==> config.mk <==
export PLATFORM = sky130hd
export DESIGN_NAME = instr_decode_stage
export DESIGN_NICKNAME = d
export VERILOG_FILES = /design/src/rtl/instr_decode_stage.sv
export SDC_FILE = /design/constraint.sdc
export NUM_CORES = 1
export LEC_CHECK = 0
export CAP_MARGIN = 20
export CORE_MARGIN = 1.5
export CORE_UTILIZATION = 45
export CTS_BUF_LIST = sky130_fd_sc_hd__clkbuf_4
export DETAILED_ROUTE_END_ITERATION = 8
export PLACE_DENSITY = 0.74
export SLEW_MARGIN = 25
export SYNTH_ARGS = -nofsm -noshare
export SYNTH_HDL_FRONTEND = slang
export SYNTH_SLANG_ARGS = --single-unit
==> constraint.sdc <==
create_clock -name i_clk -period 2.06 [get_ports i_clk]
set_input_delay 0.206 -clock i_clk [delete_from_list [all_inputs] [get_ports i_clk]]
set_output_delay 0.206 -clock i_clk [all_outputs]
set_load 0.02 [all_outputs]
==> src/rtl/instr_decode_stage.sv <==
// instr_decode_stage
//   Registered decode stage for the OLED/I2C sequencer core. It sits between
//   instruction fetch and the execute/I2C engine. It splits instructions into
//   control fields behind a valid/ready handshake. A scoreboard of pending
//   register writes stalls read-after-write hazards until writeback. A branch
//   flush drops the held instruction.
//
//   Instruction layout (MSB first):
//     opcode [OPC_W] | dest [REG_W] | src [REG_W] | reserved | imm [IMM_W]
//
//   Optional feature macro: DECODE_ILLEGAL_TRAP_EN
//     When it is defined, opcodes D-F raise o_illegal and latch a trap. The
//     trap holds o_ready low until i_flush or reset clears it. When it is
//     undefined, D-F decode as NOP and o_illegal is tied low.
module instr_decode_stage #(
    parameter int OPC_W   = 4,
    parameter int REG_W   = 4,
    parameter int IMM_W   = 8,
    parameter int INSTR_W = 21
) (
    input  logic               i_clk,
    input  logic               i_rst_n,
    input  logic [INSTR_W-1:0] i_instr,
    input  logic               i_valid,
    output logic               o_ready,
    output logic               o_valid,
    input  logic               i_ready,
    input  logic               i_flush,
    input  logic               i_wb_valid,
    input  logic [REG_W-1:0]   i_wb_dest,
    output logic [REG_W-1:0]   o_dest,
    output logic [REG_W-1:0]   o_src,
    output logic [IMM_W-1:0]   o_imm,
    output logic [IMM_W-1:0]   o_addr,
    output logic [2:0]         o_alu_ctrl,
    output logic               o_rd_wen,
    output logic [2:0]         o_i2c_ctrl,
    output logic [1:0]         o_br_ctrl,
    output logic               o_flag_set,
    output logic               o_illegal
);

    localparam int NREG  = 2 ** REG_W;
    localparam int RSV_W = INSTR_W - OPC_W - 2 * REG_W - IMM_W;

    localparam logic [OPC_W-1:0] OP_ADD      = OPC_W'(4'h0);
    localparam logic [OPC_W-1:0] OP_SUB      = OPC_W'(4'h1);
    localparam logic [OPC_W-1:0] OP_ADDI     = OPC_W'(4'h2);
    localparam logic [OPC_W-1:0] OP_I2CSTART = OPC_W'(4'h3);
    localparam logic [OPC_W-1:0] OP_I2CSTOP  = OPC_W'(4'h4);
    localparam logic [OPC_W-1:0] OP_LOAD     = OPC_W'(4'h5);
    localparam logic [OPC_W-1:0] OP_SENDCON  = OPC_W'(4'h6);
    localparam logic [OPC_W-1:0] OP_SENDI2C  = OPC_W'(4'h7);
    localparam logic [OPC_W-1:0] OP_SETFLAG  = OPC_W'(4'h8);
    localparam logic [OPC_W-1:0] OP_BEQ      = OPC_W'(4'h9);
    localparam logic [OPC_W-1:0] OP_BEQF     = OPC_W'(4'hA);
    localparam logic [OPC_W-1:0] OP_JMP      = OPC_W'(4'hB);
    localparam logic [OPC_W-1:0] OP_NOP      = OPC_W'(4'hC);

    // ------------------------------------------------------------------
    // Field extraction
    // ------------------------------------------------------------------
    logic [OPC_W-1:0] opc_s;
    logic [REG_W-1:0] dest_s;
    logic [REG_W-1:0] src_s;
    logic [IMM_W-1:0] imm_s;

    assign opc_s  = i_instr[INSTR_W-1 -: OPC_W];
    assign dest_s = i_instr[INSTR_W-OPC_W-1 -: REG_W];
    assign src_s  = i_instr[INSTR_W-OPC_W-REG_W-1 -: REG_W];
    assign imm_s  = i_instr[IMM_W-1:0];

    // The reserved bits carry no meaning; they are folded away here.
    generate
        if (RSV_W > 0) begin : g_rsv
            logic unused_rsv_s;
            assign unused_rsv_s = ^i_instr[IMM_W +: RSV_W];
        end
    endgenerate

    // ------------------------------------------------------------------
    // State
    // ------------------------------------------------------------------
    logic             valid_q,    valid_d;
    logic [REG_W-1:0] dest_q,     dest_d;
    logic [REG_W-1:0] src_q,      src_d;
    logic [IMM_W-1:0] imm_q,      imm_d;
    logic [IMM_W-1:0] addr_q,     addr_d;
    logic [2:0]       alu_q,      alu_d;
    logic             wen_q,      wen_d;
    logic [2:0]       i2c_q,      i2c_d;
    logic [1:0]       br_q,       br_d;
    logic             flag_q,     flag_d;
    logic [NREG-1:0]  sb_q,       sb_d;

    // ------------------------------------------------------------------
    // Decode of the incoming instruction
    // ------------------------------------------------------------------
    logic [2:0]       dec_alu_s;
    logic             dec_wen_s;
    logic [2:0]       dec_i2c_s;
    logic [1:0]       dec_br_s;
    logic             dec_flag_s;
    logic [IMM_W-1:0] dec_imm_s;
    logic [IMM_W-1:0] dec_addr_s;
    logic             rd_dest_s;
    logic             rd_src_s;
`ifdef DECODE_ILLEGAL_TRAP_EN
    logic             dec_illegal_s;
`endif

    // Opcode decode: control fields plus which operand registers are read
    always_comb begin
        dec_alu_s  = 3'b000;
        dec_wen_s  = 1'b0;
        dec_i2c_s  = 3'b000;
        dec_br_s   = 2'b00;
        dec_flag_s = 1'b0;
        dec_imm_s  = {IMM_W{1'b0}};
        dec_addr_s = {IMM_W{1'b0}};
        rd_dest_s  = 1'b0;
        rd_src_s   = 1'b0;
`ifdef DECODE_ILLEGAL_TRAP_EN
        dec_illegal_s = 1'b0;
`endif
        case (opc_s)
            OP_ADD: begin
                dec_alu_s = 3'b001;
                dec_wen_s = 1'b1;
                rd_dest_s = 1'b1;
                rd_src_s  = 1'b1;
            end
            OP_SUB: begin
                dec_alu_s = 3'b010;
                dec_wen_s = 1'b1;
                rd_dest_s = 1'b1;
                rd_src_s  = 1'b1;
            end
            OP_ADDI: begin
                dec_alu_s = 3'b001;
                dec_wen_s = 1'b1;
                dec_imm_s = imm_s;
                rd_dest_s = 1'b1;
            end
            OP_I2CSTART: begin
                dec_i2c_s = 3'b001;
            end
            OP_I2CSTOP: begin
                dec_i2c_s = 3'b010;
            end
            OP_LOAD: begin
                dec_alu_s = 3'b011;
                dec_wen_s = 1'b1;
                dec_imm_s = imm_s;
            end
            OP_SENDCON: begin
                dec_i2c_s = 3'b011;
                dec_imm_s = imm_s;
            end
            OP_SENDI2C: begin
                dec_i2c_s = 3'b100;
                rd_src_s  = 1'b1;
            end
            OP_SETFLAG: begin
                dec_flag_s = 1'b1;
            end
            OP_BEQ: begin
                dec_alu_s  = 3'b100;
                dec_br_s   = 2'b01;
                dec_addr_s = imm_s;
                rd_dest_s  = 1'b1;
                rd_src_s   = 1'b1;
            end
            OP_BEQF: begin
                dec_br_s   = 2'b10;
                dec_addr_s = imm_s;
            end
            OP_JMP: begin
                dec_br_s   = 2'b11;
                dec_addr_s = imm_s;
            end
            OP_NOP: begin
                dec_alu_s = 3'b000;
            end
            default: begin
`ifdef DECODE_ILLEGAL_TRAP_EN
                dec_illegal_s = 1'b1;
`else
                dec_alu_s = 3'b000;
`endif
            end
        endcase
    end

    // ------------------------------------------------------------------
    // Hazard detection and handshake
    // ------------------------------------------------------------------
    logic held_wr_s;
    logic haz_dest_s;
    logic haz_src_s;
    logic hazard_s;
    logic trap_s;
    logic ready_s;
    logic accept_s;
    logic issue_s;

`ifdef DECODE_ILLEGAL_TRAP_EN
    logic illegal_q, illegal_d;
    assign trap_s    = illegal_q;
    assign o_illegal = illegal_q;
`else
    assign trap_s    = 1'b0;
    assign o_illegal = 1'b0;
`endif

    // A held write-enabled instruction is not yet on the scoreboard, so its
    // destination is compared directly. Writebacks only reach the hazard
    // logic through the registered scoreboard (no same-cycle bypass).
    assign held_wr_s  = valid_q & wen_q;
    assign haz_dest_s = rd_dest_s & (sb_q[dest_s] | (held_wr_s & (dest_q == dest_s)));
    assign haz_src_s  = rd_src_s  & (sb_q[src_s]  | (held_wr_s & (dest_q == src_s)));
    assign hazard_s   = haz_dest_s | haz_src_s;

    assign ready_s  = ~hazard_s & ~i_flush & ~trap_s & (~valid_q | i_ready);
    assign accept_s = i_valid & ready_s;
    assign issue_s  = valid_q & i_ready;
    assign o_ready  = ready_s;

    // Output register next state: a flush drops the held instruction, an
    // accept loads a new one, a downstream handshake empties the stage
    always_comb begin
        valid_d = valid_q;
        dest_d  = dest_q;
        src_d   = src_q;
        imm_d   = imm_q;
        addr_d  = addr_q;
        alu_d   = alu_q;
        wen_d   = wen_q;
        i2c_d   = i2c_q;
        br_d    = br_q;
        flag_d  = flag_q;
`ifdef DECODE_ILLEGAL_TRAP_EN
        illegal_d = illegal_q;
`endif
        if (i_flush) begin
            valid_d = 1'b0;
`ifdef DECODE_ILLEGAL_TRAP_EN
            illegal_d = 1'b0;
`endif
        end else if (accept_s) begin
            valid_d = 1'b1;
            dest_d  = dest_s;
            src_d   = src_s;
            imm_d   = dec_imm_s;
            addr_d  = dec_addr_s;
            alu_d   = dec_alu_s;
            wen_d   = dec_wen_s;
            i2c_d   = dec_i2c_s;
            br_d    = dec_br_s;
            flag_d  = dec_flag_s;
`ifdef DECODE_ILLEGAL_TRAP_EN
            illegal_d = dec_illegal_s;
`endif
        end else if (issue_s) begin
            valid_d = 1'b0;
        end else begin
            valid_d = valid_q;
        end
    end

    // Scoreboard next state: writeback clears first so that an issuing
    // write to the same register in the same cycle wins
    always_comb begin
        sb_d = sb_q;
        if (i_wb_valid) begin
            sb_d[i_wb_dest] = 1'b0;
        end else begin
            sb_d = sb_q;
        end
        if (issue_s & wen_q) begin
            sb_d[dest_q] = 1'b1;
        end else begin
            sb_d = sb_d;
        end
    end

    // State registers with asynchronous active-low reset
    always_ff @(posedge i_clk or negedge i_rst_n) begin
        if (!i_rst_n) begin
            valid_q <= 1'b0;
            dest_q  <= {REG_W{1'b0}};
            src_q   <= {REG_W{1'b0}};
            imm_q   <= {IMM_W{1'b0}};
            addr_q  <= {IMM_W{1'b0}};
            alu_q   <= 3'b000;
            wen_q   <= 1'b0;
            i2c_q   <= 3'b000;
            br_q    <= 2'b00;
            flag_q  <= 1'b0;
            sb_q    <= {NREG{1'b0}};
`ifdef DECODE_ILLEGAL_TRAP_EN
            illegal_q <= 1'b0;
`endif
        end else begin
            valid_q <= valid_d;
            dest_q  <= dest_d;
            src_q   <= src_d;
            imm_q   <= imm_d;
            addr_q  <= addr_d;
            alu_q   <= alu_d;
            wen_q   <= wen_d;
            i2c_q   <= i2c_d;
            br_q    <= br_d;
            flag_q  <= flag_d;
            sb_q    <= sb_d;
`ifdef DECODE_ILLEGAL_TRAP_EN
            illegal_q <= illegal_d;
`endif
        end
    end

    assign o_valid    = valid_q;
    assign o_dest     = dest_q;
    assign o_src      = src_q;
    assign o_imm      = imm_q;
    assign o_addr     = addr_q;
    assign o_alu_ctrl = alu_q;
    assign o_rd_wen   = wen_q;
    assign o_i2c_ctrl = i2c_q;
    assign o_br_ctrl  = br_q;
    assign o_flag_set = flag_q;

endmodule

After elaboration in Yosys (flattened, before gate mapping)
Index checks and enable logic that the tools add are counted.
Widths: inputs -> output; s select.
Storage, ports and cells
  latch bits: 0
  memories kept: 0
  input bits: 31
  output and inout port bits: 37
  RAM bits: 0
  register bits: 51
  bits in read-only memories: 0
Cells by class
  add/sub/neg operators: 0
  bitwise logic cells: 20
  shift-type cells: 0
  multiplexer cells: 22
  order comparisons: 6
  div/mod/pow operators: 0
  multiply operators: 0
  reductions and logical operators: 11
  equal/unequal tests: 13
Operator list (count)
  $mux 16: 2
  $pmux 3 s4: 2
  $lt 4x5->1 const B: 4
  $and 16x16->16: 1
  $eq 4x3->1 const B: 4
  $eq 4x4->1 const B: 4
  $mux 8: 2
  $not 16->16: 1
  $or 16x16->16: 1
  $reduce_or 4->1: 3
  $mux 1: 11
  $and 1x1->1: 10
  $bmux 1 s4: 2
  $demux 1 s4: 2
  $eq 4x2->1 const B: 2
  $eq 4x4->1: 2
  $ge 4x1->1 const B: 2
  $pmux 2 s3: 1
  $reduce_or 3->1: 2
  $eq 4x1->1 const B: 1
  $logic_not 4->1: 1
  $or 1x1->1: 4
  $not 1->1: 3
  $reduce_bool 3->1: 1
  3 further kinds: 4

Longest topological paths before layout
  depth in word-level cells: 11
  gate-level depth with buffers: 9
  depth with buffers taken out: 6

Least setup slack after synthesis
No wires, ideal clock.
  path type: register -> register
  start: register dest_q[0], in the netlist o_dest[0]
  end: register dest_q[0], in the netlist o_dest[0]
  path buffers: 3
  clock period less this slack: 2.041 ns
  library setup time: 0.125 ns
  setup slack: 0.019 ns
  required time: 1.935 ns
  arrival time: 1.916 ns
  stages on the path, launching flop included: 10
  path through: dfrtp_1 > clkbuf_1 > xor2_1 > nor3_1 > a31oi_1 > nand4_2 > buf_6 > nor2_8 > buf_12 > mux2_4
Between the ends
  cells in the longest elaborated chain, start to end: 10
RTL lines
  from (decl): RTL line 85  | logic [REG_W-1:0] dest_q, dest_d;
  from (signal assigned): RTL line 291  | dest_q <= {REG_W{1'b0}};
  from (signal assigned): RTL line 306  | dest_q <= dest_d;
  $eq 4x4->1 (on tied branches): RTL line 220, 221
  $and 1x1->1 (on tied branches): RTL line 220, 221
  $or 1x1->1 (on tied branches): RTL line 220, 221
  $and 1x1->1 (on tied branches): RTL line 220, 221
  $or 1x1->1 *: RTL line 222  | assign hazard_s = haz_dest_s | haz_src_s;
  $not 1->1 *: RTL line 224  | assign ready_s = ~hazard_s & ~i_flush & ~trap_s & (~valid_q | i_ready);
  $and 1x1->1 * (2 in series): RTL line 224
  $and 1x1->1 *: RTL line 225  | assign accept_s = i_valid & ready_s;
  $reduce_and 2->1 (no line) *
Every way passes the cells marked *; elsewhere a longest branch is shown, timed or not.
A chain may end at the register's enable or synchronous reset.

Worst setup path after layout
  start: register sb_q[15]
  end: register src_q[0], in the netlist o_src[0]
Between the ends
  cells in the longest elaborated chain, start to end: 10
RTL lines
  from (decl): RTL line 94  | logic [NREG-1:0] sb_q, sb_d;
  from (signal assigned): RTL line 300  | sb_q <= {NREG{1'b0}};
  $bmux 1 s4 (on tied branches): RTL line 220, 221
  $mux 1 (on tied branches): RTL line 220, 221
  $or 1x1->1 (on tied branches): RTL line 220, 221
  $and 1x1->1 (on tied branches): RTL line 220, 221
  $or 1x1->1 *: RTL line 222
  $not 1->1 *: RTL line 224
  $and 1x1->1 * (2 in series): RTL line 224
  $and 1x1->1 *: RTL line 225
  $reduce_and 2->1 (no line) *
  to (signal assigned): RTL line 292  | src_q <= {REG_W{1'b0}};
  to (signal assigned): RTL line 307  | src_q <= src_d;
  to (decl): RTL line 86  | logic [REG_W-1:0] src_q, src_d;
Every way passes the cells marked *; elsewhere a longest branch is shown, timed or not. The select of a mux whose other input is x is not followed.

==> results summary <==
The power density over the cells is 699 mW/mm2. The register clock-pin slew on the reported worst setup and hold paths is 0.17 ns. Synthesis instantiated 45 different standard cells from the library. The transition time of the tightest slew-check pin came out at 0.620 ns. The type of destination of the critical path is a register. In this run the remaining antenna-violating nets after routing total 0. The synthesized area per cell is 10.0 um2.

The area of the die came out at 0.00666 mm2. The total area of sequential cells came out at 0.00128 mm2. The count of final hold-check violations came out at 0. The final standard cell count with taps included and fillers excluded came out at 444. The critical path startpoint is sb_q[15].

The required time at the worst-slack endpoint is 2.34 ns. The slowest stage cell on the critical path is mux4_2. The via count of the first global-routing pass came out at 2486.

The number of top-level pins came out at 68. Static timing analysis puts the maximum clock frequency at 0.478 GHz. Setup repair after global routing could not meet its margin everywhere.

The number of warnings issued by yosys came out at 0. The final max-slew violation count is 0. After synthesis the netlist holds a flip-flop and latch count of 51. After layout, the worst setup slack is -0.0332 ns. The initial core utilization is 0.467.

In this run the register-to-register setup slack is -0.03 ns. The number of antenna violations at the first check in global routing came out at 0. The count of fill cells added during filler insertion is 486. The maximum fanout along the worst path came out at 8. The simple logic cell fraction of the synthesized area is 0.147. The number of remaining DRC errors is 0.

The cell chosen for the clock root is clkbuf_4. Buffers inserted during clock tree synthesis total 5. The wire length per cell came out at 16.6 um. The arrival time of the worst setup path is 2.37 ns. Of the post-synthesis cell area, the part taken by muxes is 0.121.

The max-slew headroom at the worst pin is 0.586. The via density per instance came out at 5.69. The xor and xnor fraction of the mapped netlist area came out at 0.0283.

The number of input and output port buffers inserted is 65. The number of clock sinks is 51. The pre-CTS setup slack came out at -0.513 ns. In the layout the commonest cells are 63 x clkdlybuf4s50_1, 51 x dfrtp_1, 37 x o21ai_0.

In this run the core area contains 28 standard-cell rows. The residual overflow from global routing is 0. The detailed router finished its first iteration with 179 violations. The latest clock arrival within the worst-skew pair is 0.38 ns. The maximum number of pins on one net before global-route repair is 30. The final-stage net count is 399.

The part of the cycle the worst path needs came out at 1.02. The standby leakage power is 1.67 nW. From bottom edge to top edge, the die measures 81.6 um.

The total standard cell area after synthesis came out at 0.00278 mm2. The number of flops mapped to enable cells by yosys is 0. The final reports fail on negative setup slack. The critical path is of the register to register type.

The congestion estimate from routability-driven global placement came to 0.861. The worst reg-to-reg path cell count is 8. The fraction of final layout cells with drive strength greater than 1 came out at 0.206. After synthesis, the largest family of logic cells by area is compound AO/OA/AOI/OAI gates.

The growth of design area from synthesis to finish is 39.6%. The share of the synthesized area in compound gates (AO/OA/AOI/OAI) was 0.195. The critical path goes through mux4_2, a2bb2oi_1, nand4_1, nand4_2, buf_4, nor2_8, buf_12, mux2_2. The worst voltage drop across the vdd grid is 0.391 mV. The repair_antennas step left the layout with diodes totalling 0. In the final layout, the multi-input gates occupy 0.00145 mm2. The global-route usage over all layers is 0.241.

On the worst path, the slowest cell contributes a delay of 0.48 ns. The standard cell core area is 0.00596 mm2. The worst min-delay path class is primary input to asynchronous set/reset pin. The longest clock path from root to sink contains 2 buffers. Of the synthesized area, sequential elements account for 0.459. The worst clock skew on the final layout came out at 0.0154 ns. The launching point of the worst reg2reg path is sb_q[15]. The most used flip-flop cell after synthesis is dfrtp_1. Leaving out fill and tap cells, the most frequent cell in the layout is clkdlybuf4s50_1. The flow ran to the end, but the final reports show violations. STA classifies the critical path startpoint as a register. The sum of internal, switching and leakage power came out at 2.71 mW. The first-pass iteration count of the detailed router is 6. The fraction of synthesis flops using an asynchronous set or reset pin is 1.00. The H-tree depth came out at 2.

The final critical path time including I/O delays and setup came out at 2.09 ns. The final layout contains routed wiring with a total length of 7.38 mm. The first-pass GRT wire length came out at 12.2 mm.

The final HPWL from detailed placement is 5.56 mm. Of the total synthesized cell area, the portion taken by full adders, half adders and majority gates is 0. The horizontal die dimension came out at 81.6 um. The detailed router placed 2526 vias in this run. Counting every instance in the synthesized netlist gives 278. The setup-violating endpoint count in the final report is 9. The post-synthesis net count is 309. The cell total after placement is 432. The tool flagged a number of max-cap violations equal to 0. The clock tree from TritonCTS is done.
[cell families (layout without fill, tap and decap cells)]
kind of cell,count (synthesis),count (layout)
multiplexers,27,27
other,1,1
XOR/XNOR,9,9
flip-flops,51,51
buffers and inverters,25,116
AO/OA/AOI/OAI,90,90
AND/OR/NAND/NOR,75,75
[Yosys cell counts (3+ instances only)]
master	number	area share
o41ai_1	5	0.016
clkbuf_1	10	0.013
nand3_1	7	0.013
nand2b_1	9	0.020
o21ai_0	52	0.094
a21oi_1	3	0.0054
nor3_1	4	0.0072
inv_1	4	0.0054
xnor2_1	3	0.0094
dfrtp_1	51	0.46
mux2i_1	14	0.050
o31ai_1	18	0.049
nand4_1	6	0.013
nand2_1	25	0.034
buf_2	5	0.0090
mux2_4	10	0.054
xor2_1	6	0.019
nor2_1	7	0.0094
[cell type report]
| class | count | area share |
|---|---|---|
| timing repair buffer | 104 | 0.253 |
| clock buffer | 5 | 0.00966 |
| multi-input combinational | 202 | 0.373 |
| clock inverter | 3 | 0.00709 |
| sequential | 51 | 0.329 |
| tap | 75 | 0.0242 |
| inverter | 4 | 0.00387 |
[where the power goes]
group	internal (mW)	leakage, nW	total, mW	switching [mW]
clock	0.144	0.0333	0.496	0.351
combinational	0.492	0.951	0.979	0.487
sequential	1.14	0.681	1.24	0.104
total	1.77	1.67	2.71	0.943
[through the flow]
step | TNS [ns] | cell area, um2 | utilization | hold slack [ns]
final | -0.138 | 3880 | 0.652 | 0.361
after global routing | -1.24 | 3880 | 0.652 | 0.380
after CTS | -0.0668 | 3790 | 0.637 | 0.367
after detailed placement | -13.95 | 3690 | 0.619 | 0.251
after global placement | -12.18 | 3690 | 0.619 | 0.252
after floorplan | 0 | 2780 | - | -0.0896
[registers in the layout, summed over array words and instances, names as in the netlist]
name / count
o_i2c_ctrl: 3
o_rd_wen: 1
o_alu_ctrl: 3
o_valid: 1
o_br_ctrl: 2
sb_q: 16
o_addr: 8
o_imm: 8
o_flag_set: 1
o_dest: 4
o_src: 4
[per-layer routing]
layer	up-vias	share of wire	wire length, um	track usage
met1	1206	0.47	3470	0.350
met4	0	0.015	108	0.0593
li1	1194	-	-	-
met5	-	0	0	0
met2	114	0.46	3400	0.381
met3	12	0.055	404	0.0311
[worst max-delay path, delay by kind of cell (launching register included)]
kind / cells / cell delay [ns]
muxes: 2 / 0.81
DFF: 1 / 0.43
AOI/OAI and AO/OA: 1 / 0.14
and+or+nand+nor: 3 / 0.28
buffers and inverters: 2 / 0.33
[path summary, 6_finish.rpt]
| path | to |
|---|---|
| setup / recovery | o_src[0] |
| hold / removal | o_addr[0] |
| setup reg to reg | o_src[0] |
| hold reg to reg | o_addr[7] |
| max in group asynchronous | o_dest[1] |
| min in group i_clk | o_imm[7] |
[what timing repair did]
action | 4_1_cts | 5_1_grt
hold buffers | 1 | 0
gates resized for setup | 5 | 30
setup endpoints to repair | 16 | 34
pin swaps | 4 | 1
buffers inserted | 3 | 0
endpoints found under the hold margin | 25 | 0
No activity file was read; power rests on OpenSTA's default activity.
==> RTL change, RTL diff (config.mk and constraints unchanged) <==
The parameter `OPC_W` goes from 4 to 5.
--- a/src/rtl/instr_decode_stage.sv
+++ b/src/rtl/instr_decode_stage.sv
@@ -15,3 +15,3 @@
 module instr_decode_stage #(
-    parameter int OPC_W   = 4,
+    parameter int OPC_W   = 5,
     parameter int REG_W   = 4,
Behaviour: not the same (Yosys sat finds a counterexample within 4 cycles, from zero or initial values and one cycle with i_rst_n low).
==> RTL change against the unedited design <==
- the flow still finishes with violations (setup timing)
- routed wire length is 4.3% higher
- sequential share of layout area is 1.8 points lower
- utilization is 3.5 points higher
- worst hold slack worse by 0.027 ns
- final area is 6.0% higher
- global-route usage is 1.1 points lower
- clock skew is 0.0038 ns lower
- critical path depth is 3 higher
- largest cell class unchanged
- synthesized area is 1.8% higher
- worst setup slack worse by 0.25 ns
- total power is 9.7% lower
- sequential cell count stayed put
- register-to-register slack worse by 0.23 ns
- critical endpoint is now o_valid
==> RTL change: results (changes against the unedited design) <==
worst setup path start -> i_instr[19]
Non-clock buffering overhead -> 28.4% (+3.0 points)
DIE WIDTH -> 82.3 um (+0.86%)
ClkCell Share -> 1.40% (-0.28 points)
post-layout worst setup margin -> -0.280 ns (-0.247 ns)
Place WS -> -0.744 ns (-0.232 ns)
total track usage -> 22.9% (-1.1 points)
post-synthesis sequential area ratio -> 45.1% (-0.81 points)
top cells by count, synth -> dfrtp_1, o21ai_0, nand2_1
Synth Area in Compound Gates -> 9.67% (-9.8 points)
status -> complete, but fails checks
top cells by area, synth -> dfrtp_1, mux2i_1, mux2_4, o21ai_0, nand2_1
M1 WL -> 3.21 mm (-7.4%)
Worst R2R End -> o_src[1]
Critical Path AT -> 2.62 ns (+0.25 ns)
GRT met2 Usage -> 38.8% (+0.68 points)
largest net degree at the start of global routing -> 52 (+73%)
synth unique cells -> 43 (-4.4%)
Initial DRT Pass Iterations -> 4 (-2)
wire length on met3 -> 429 um (+6.2%)
Area after DPL -> 0.00385 mm^2 (+4.4%)
clock buf count -> 6 (+1)
failing checks -> setup timing
non-clock buffer count -> 120 (+15%)
Sequential Area -> 0.00128 mm^2 (+0.20%)
first-pass GRT wire length -> 11.7 mm (-4.2%)
met2 WL post-DR -> 3.95 mm (+16%)
share of cells above drive strength 1 -> 25.6% (+5.0 points)
Reg clk slew, reported paths -> 0.15 ns (-0.02 ns)
footprint of the multi-input gates -> 0.00145 mm^2 (about the same)
Setup violations, final -> 36 (+27)
Post-Layout Cell Count -> 462 (+4.1%)
routed length per instance -> 16.7 um (+0.19%)
dpl hpwl -> 5.51 mm (-0.78%)
## RTL change: timing repair
item                                   CTS  global route
resized for setup                       16            15
pin swaps                                3             5
hold buffers                             1             0
cloned                                   1             3
endpoints found under the hold margin   51             0
setup endpoints to repair               36            36
buffers inserted                         2             2
## RTL change: where the power goes
part / switching, uW / leakage, uW / internal, uW
registers: 61.8 / 0.000685 / 1090
clock network: 316 / 0.0000333 / 146
logic: 385 / 0.00110 / 450
total: 763 / 0.00182 / 1690
## RTL change: kinds of logic after synthesis
group	count (synthesis)
AND/OR/NAND/NOR	86
buffers and inverters	34
AO/OA/AOI/OAI	47
multiplexers	47
flip-flops	51
other	1
XOR/XNOR	8
## RTL change: worst max-delay path: stages
cell and delay (ns):
clkdlybuf4s50_1 0.42, nor2b_2 0.18, or3_4 0.34, a2111o_1 0.38, o21ai_2 0.24, nor4bb_4 0.08, buf_4 0.16, clkbuf_16 0.16
clkbuf_16 0.16, buf_6 0.11, a31o_4 0.19
